$ cat config.mk
export PLATFORM = sky130hd
export DESIGN_NAME = panda_data_bus_adapter
export DESIGN_NICKNAME = d
export VERILOG_FILES = /design/src/rtl/panda_pkg.sv /design/src/rtl/panda_data_bus_adapter.sv
export SDC_FILE = /design/constraint.sdc
export NUM_CORES = 1
export LEC_CHECK = 0
export ABC_CLOCK_PERIOD_IN_PS = 4400
export CAP_MARGIN = 20
export CELL_PAD_IN_SITES_DETAIL_PLACEMENT = 0
export CELL_PAD_IN_SITES_GLOBAL_PLACEMENT = 1
export CORE_MARGIN = 2
export CORE_UTILIZATION = 27
export DETAILED_ROUTE_END_ITERATION = 10
export PLACE_DENSITY = 0.92
export SYNTH_ARGS = -nofsm -noshare
export SYNTH_HDL_FRONTEND = slang
export SYNTH_SLANG_ARGS = --single-unit
$ cat constraint.sdc
create_clock -name clk_i -period 4.4 [get_ports clk_i]
set_input_delay 0.88 -clock clk_i [delete_from_list [all_inputs] [get_ports clk_i]]
set_output_delay 0.88 -clock clk_i [all_outputs]
set_load 0.005 [all_outputs]
$ cat src/rtl/panda_pkg.sv
// -----------------------------------------------------------------------------
// panda_pkg
// Shared types and constants for the panda single-cycle core.
//   bus_state_e     : states of the data-bus adapter transaction FSM
//   BUS_BE_WORD     : byte-enable pattern used for full-word loads
//   BUS_TIMEOUT_W   : width of the data-bus response watchdog counter
// -----------------------------------------------------------------------------
package panda_pkg;

  typedef enum logic [1:0] {
    BUS_IDLE = 2'd0,  // no transaction; a memory instruction issues from here
    BUS_REQ  = 2'd1,  // request raised, waiting for grant
    BUS_WAIT = 2'd2,  // granted, waiting for the response
    BUS_DONE = 2'd3   // response captured; the instruction retires this cycle
  } bus_state_e;

  localparam logic [3:0] BUS_BE_WORD   = 4'b1111;
  localparam int unsigned BUS_TIMEOUT_W = 16;

endpackage : panda_pkg

$ cat src/rtl/panda_data_bus_adapter.sv
// -----------------------------------------------------------------------------
// panda_data_bus_adapter
// Bridges the single-cycle core's load/store unit to a request/grant/response
// data bus. One bus transaction is issued per memory instruction; the core is
// stalled until the response (or a watchdog timeout) arrives, then retires in
// a single non-stalled cycle using the registered response word.
//
// Parameters
//   TimeoutCycles : BUS_WAIT cycles tolerated before forcing an error (1..65535)
//
// Ports
//   clk_i, rst_i       : clock (rising edge), asynchronous active-high reset
//   data_req_i         : current instruction is a load or store
//   data_addr_i        : LSU address (bits [1:0] ignored)
//   data_we_i          : LSU byte write-enables, 4'b0000 means load
//   data_wdata_i       : LSU lane-aligned store data
//   data_rdata_o       : registered response word back to the LSU
//   data_err_o         : access faulted (bus error or timeout), valid in DONE
//   stall_o            : hold PC and register-file write this cycle
//   bus_req_o/gnt_i    : request / grant handshake
//   bus_addr_o, bus_we_o, bus_be_o, bus_wdata_o : transaction attributes
//   bus_rvalid_i, bus_rdata_i, bus_err_i        : response channel
// -----------------------------------------------------------------------------
module panda_data_bus_adapter
  import panda_pkg::*;
#(
  parameter int unsigned TimeoutCycles = 255
) (
  input  logic        clk_i,
  input  logic        rst_i,

  input  logic        data_req_i,
  input  logic [31:0] data_addr_i,
  input  logic [3:0]  data_we_i,
  input  logic [31:0] data_wdata_i,
  output logic [31:0] data_rdata_o,
  output logic        data_err_o,
  output logic        stall_o,

  output logic        bus_req_o,
  input  logic        bus_gnt_i,
  output logic [31:0] bus_addr_o,
  output logic        bus_we_o,
  output logic [3:0]  bus_be_o,
  output logic [31:0] bus_wdata_o,
  input  logic        bus_rvalid_i,
  input  logic [31:0] bus_rdata_i,
  input  logic        bus_err_i
);

  // Counter value seen in the last permitted BUS_WAIT cycle: the counter is
  // cleared on entry, so the TimeoutCycles-th wait cycle observes N-1.
  localparam logic [BUS_TIMEOUT_W-1:0] TimeoutLast =
    BUS_TIMEOUT_W'(TimeoutCycles - 1);

  bus_state_e               state_q;
  logic [31:0]              rdata_q;
  logic                     err_q;
  logic [BUS_TIMEOUT_W-1:0] timeout_cnt_q;

  // The bus is word-addressed; the LSU handles sub-word lane selection.
  logic unused_addr_lsb;
  assign unused_addr_lsb = ^data_addr_i[1:0];

  // ---------------------------------------------------------------------------
  // Transaction FSM, response capture and watchdog
  // ---------------------------------------------------------------------------
  // NOTE: state lives in always_ff with non-blocking assignments only, so every
  // register samples the pre-edge values regardless of statement order.
  always_ff @(posedge clk_i or posedge rst_i) begin
    if (rst_i) begin
      state_q       <= BUS_IDLE;
      rdata_q       <= '0;
      err_q         <= 1'b0;
      timeout_cnt_q <= '0;
    end else begin
      unique case (state_q)
        BUS_IDLE: begin
          if (data_req_i) begin
            timeout_cnt_q <= '0;
            state_q       <= bus_gnt_i ? BUS_WAIT : BUS_REQ;
          end
        end

        // Core is stalled here, so address/enables/data stay stable.
        BUS_REQ: begin
          if (bus_gnt_i) begin
            timeout_cnt_q <= '0;
            state_q       <= BUS_WAIT;
          end
        end

        // A response on the final permitted cycle wins over the timeout.
        BUS_WAIT: begin
          if (bus_rvalid_i) begin
            rdata_q <= bus_rdata_i;
            err_q   <= bus_err_i;
            state_q <= BUS_DONE;
          end else if (timeout_cnt_q == TimeoutLast) begin
            rdata_q <= '0;
            err_q   <= 1'b1;
            state_q <= BUS_DONE;
          end else begin
            timeout_cnt_q <= timeout_cnt_q + 1'b1;
          end
        end

        // Retire cycle: the still-high data_req_i belongs to the instruction
        // that just completed, so it must not be re-issued.
        BUS_DONE: state_q <= BUS_IDLE;

        default:  state_q <= BUS_IDLE;
      endcase
    end
  end

  // ---------------------------------------------------------------------------
  // Outputs
  // ---------------------------------------------------------------------------
  // Issue is combinational from IDLE so a granted request costs no extra cycle.
  assign bus_req_o    = ((state_q == BUS_IDLE) && data_req_i) || (state_q == BUS_REQ);
  assign stall_o      = data_req_i && (state_q != BUS_DONE);

  assign bus_addr_o   = {data_addr_i[31:2], 2'b00};
  assign bus_we_o     = |data_we_i;
  assign bus_be_o     = bus_we_o ? data_we_i : BUS_BE_WORD;
  assign bus_wdata_o  = data_wdata_i;

  assign data_rdata_o = rdata_q;
  assign data_err_o   = err_q;

endmodule : panda_data_bus_adapter

==> results.sh <==
export IMPL_status="completed"
export IMPL_die_h_um=109
export IMPL_grt_max_degree=52
export IMPL_final_common_cell="clkdlybuf4s50_1"
export IMPL_slowest_delay_ns=0.50
export IMPL_p_leak_nw=1.45
export IMPL_crit_chain="clkdlybuf4s50_1 > nor4_1 > or2_2 > clkdlybuf4s50_1"
export IMPL_synth_enable_flop_cells=0
export IMPL_r2r_setup_slack_ns=1.58
export IMPL_cts_root_buf="clkbuf_8"
export IMPL_drive_gt1_share_pct=10.2
export IMPL_antenna_cells=0
export IMPL_hold_viol=0
export IMPL_ff_latch_area_um2=1280
export IMPL_grt_pass1_wl_um=10200
export IMPL_ant_nets=0
export IMPL_multiInputGateArea_um2=1110
export IMPL_rows=38
export IMPL_dieWidth_um=109
export IMPL_cts_hold_buf=0
export IMPL_crit_top_cell="clkdlybuf4s50_1"
export IMPL_synth_cell_types=43
export IMPL_routed_via_density=4.99
export IMPL_rsz0062_at_grt="false"
export IMPL_grt_total_usage_pct=10.6
export IMPL_crit_required_ns=3.52
export IMPL_ctsHtreeMaxLevel=2
export IMPL_fmax_ghz=0.297
export IMPL_ys_seq_area_share_pct=43.1
export IMPL_path_clk_slew_ns=0.09
export IMPL_setup_slack_ns=1.03
export IMPL_hpwl_um=4560
export IMPL_synth_top_cell_by_area="dfrtp_1"
export IMPL_dr_first_iter_drc_count=171
export IMPL_fin_crit_ns=3.37
export IMPL_max_vdd_ir_drop_mv=0.231
export IMPL_cts_tree="done"
export IMPL_yosys_area_top_type_share_pct=43.1
export IMPL_postCtsSetupBuffers=0
export IMPL_final_period_utilization_pct=76.5
export IMPL_syn_to_final_growth_pct=19.3
export IMPL_finalSetupViolCount=0
export IMPL_cts_sinks=51
export IMPL_ys_ff_latch=51
export IMPL_avgSynthCellArea_um2=10.4
export IMPL_final_nets=414
export IMPL_ys_async_sr_fraction_pct=100
export IMPL_yosys_warnings=0
export IMPL_worstSetupEndpointType="output port"
export IMPL_power_density_nw_per_um2=525
export IMPL_gr_total_overflow=0
export IMPL_cts_buffers=5
export IMPL_syn_inst=286
export IMPL_slowest_stage="clkdlybuf4s50_1"
export IMPL_port_buffers=81
export IMPL_yosys_top_cells_area="dfrtp_1 43%, buf_4 16%, a22o_1 9.5%, ha_1 2.5%, nand3_1 2.0%"
export IMPL_layout_common_cells="81 x clkdlybuf4s50_1, 51 x dfrtp_1, 32 x a22o_1"
export IMPL_drcViolationCount=0
export IMPL_fin_skew_ns=0.00881
export IMPL_path_class="in2out"
export IMPL_gp_congestion=0.811
export IMPL_ys_flop_type="dfrtp_1"
export IMPL_clock_path_buffers=2
export IMPL_nFillCells=1080
export IMPL_cap_violations=0
export IMPL_vias=2210
export IMPL_cp_start_kind="input pin"
export IMPL_finalMaxSlewViolations=0
export IMPL_die_area_um2=11800
export IMPL_wire_per_inst_um=14.2
export IMPL_wl_um=6310
export IMPL_worst_slew_pin_transition_ns=0.885
export IMPL_grt_antenna_before_repair=0
export IMPL_ios=210
export IMPL_insertion_delay_ns=0.31
export IMPL_grt_pass1_vias=2115
export IMPL_initial_core_util_pct=27.4
export IMPL_critPathMaxFanout=5
export IMPL_place_ws_ns=1.01
export IMPL_min_path_type="reg2reg"
export IMPL_setup_tns_ns=0
export IMPL_slew_headroom_pct=40.5
export IMPL_cts_resized=0
export IMPL_arrival_ns=2.49
export IMPL_dr_pass1_iters=4
export IMPL_core_um2=10800
export IMPL_syn_area_um2=2960
## flip-flops by register name, summed over array words and instances (netlist names)
name and cells:
data_err_o 1, data_rdata_o 32, state_q 2, timeout_cnt_q 16
## cell families (layout without fill, tap and decap cells)
kind of cell,after synthesis,count (layout),share of synthesized area [%]
other,1,2,0.127
XOR/XNOR,1,1,0.296
multiplexers,3,3,1.01
flip-flops,51,51,43.1
AND/OR/NAND/NOR,65,65,14.2
AO/OA/AOI/OAI,73,73,19.2
adder cells (fa/ha/maj),6,6,2.53
buffers and inverters,86,102,19.6
## report_power, final
part,internal [mW],total (mW),switching [mW]
clock,0.112,0.269,0.157
combinational,0.507,0.862,0.355
sequential,0.628,0.724,0.0966
total,1.25,1.86,0.608
## cell type report
| cell class | instances | area share (%) |
|---|---|---|
| multi-input combinational | 150 | 31.5 |
| inverter | 10 | 1.06 |
| clock buffer | 5 | 1.95 |
| sequential | 51 | 36.1 |
| tap | 140 | 4.96 |
| timing repair buffer | 84 | 23.9 |
| clock inverter | 3 | 0.531 |
## cell usage after synthesis (2+ instances only)
cell,n
o31a_1,2
or4_4,2
a31oi_1,9
ha_1,6
nand2_1,8
and4_1,3
o21ai_0,9
nor2b_1,2
mux2i_1,3
nand4_1,8
o41ai_1,3
nand2b_1,2
buf_4,65
a22o_1,32
clkbuf_1,6
o31ai_1,8
nor4_1,5
or3_1,2
nand3_1,12
or3b_2,4
inv_1,10
nor2_1,4
buf_2,3
a21oi_1,4
dfrtp_1,51
or4b_2,2
or2_2,5
## layer usage
| layer | wire length, um | GRT usage, % |
|---|---|---|
| met5 | 0 | 0 |
| met4 | 229 | 5.22 |
| met3 | 622 | 3.29 |
| met2 | 2870 | 17.7 |
| met1 | 2580 | 12.3 |
## critical path, delay by kind of cell
family                 cells  cell delay [ns]
AND/OR/NAND/NOR            2             0.69
buffers and inverters      2             0.92
## metrics by stage
stage,utilization [%],hold WS [ns],area [um^2],power (mW),std cells
after floorplan,-,0.441,2970,1.21,287
after global placement,31.8,0.472,3430,1.58,434
after detailed placement,31.8,0.470,3430,1.60,434
after CTS,32.6,0.488,3510,1.88,442
after global routing,32.7,0.530,3530,2.01,443
final,32.7,0.486,3530,1.86,443
## final timing paths
path | startpoint | end | cells past startpoint
max | data_we_i[0] | bus_be_o[1] | 4
min | timeout_cnt_q[15]$_DFFE_PP0P_ | timeout_cnt_q[15]$_DFFE_PP0P_ | 1
max reg2reg | state_q[0]$_DFFE_PP0P_ | timeout_cnt_q[7]$_DFFE_PP0P_ | 6
min reg2reg | timeout_cnt_q[15]$_DFFE_PP0P_ | timeout_cnt_q[15]$_DFFE_PP0P_ | 1
max in group asynchronous | rst_i | timeout_cnt_q[9]$_DFFE_PP0P_ | 3
min in group asynchronous | rst_i | data_rdata_o[0]$_DFFE_PP0P_ | 2
(Power assumes the default switching activity.)
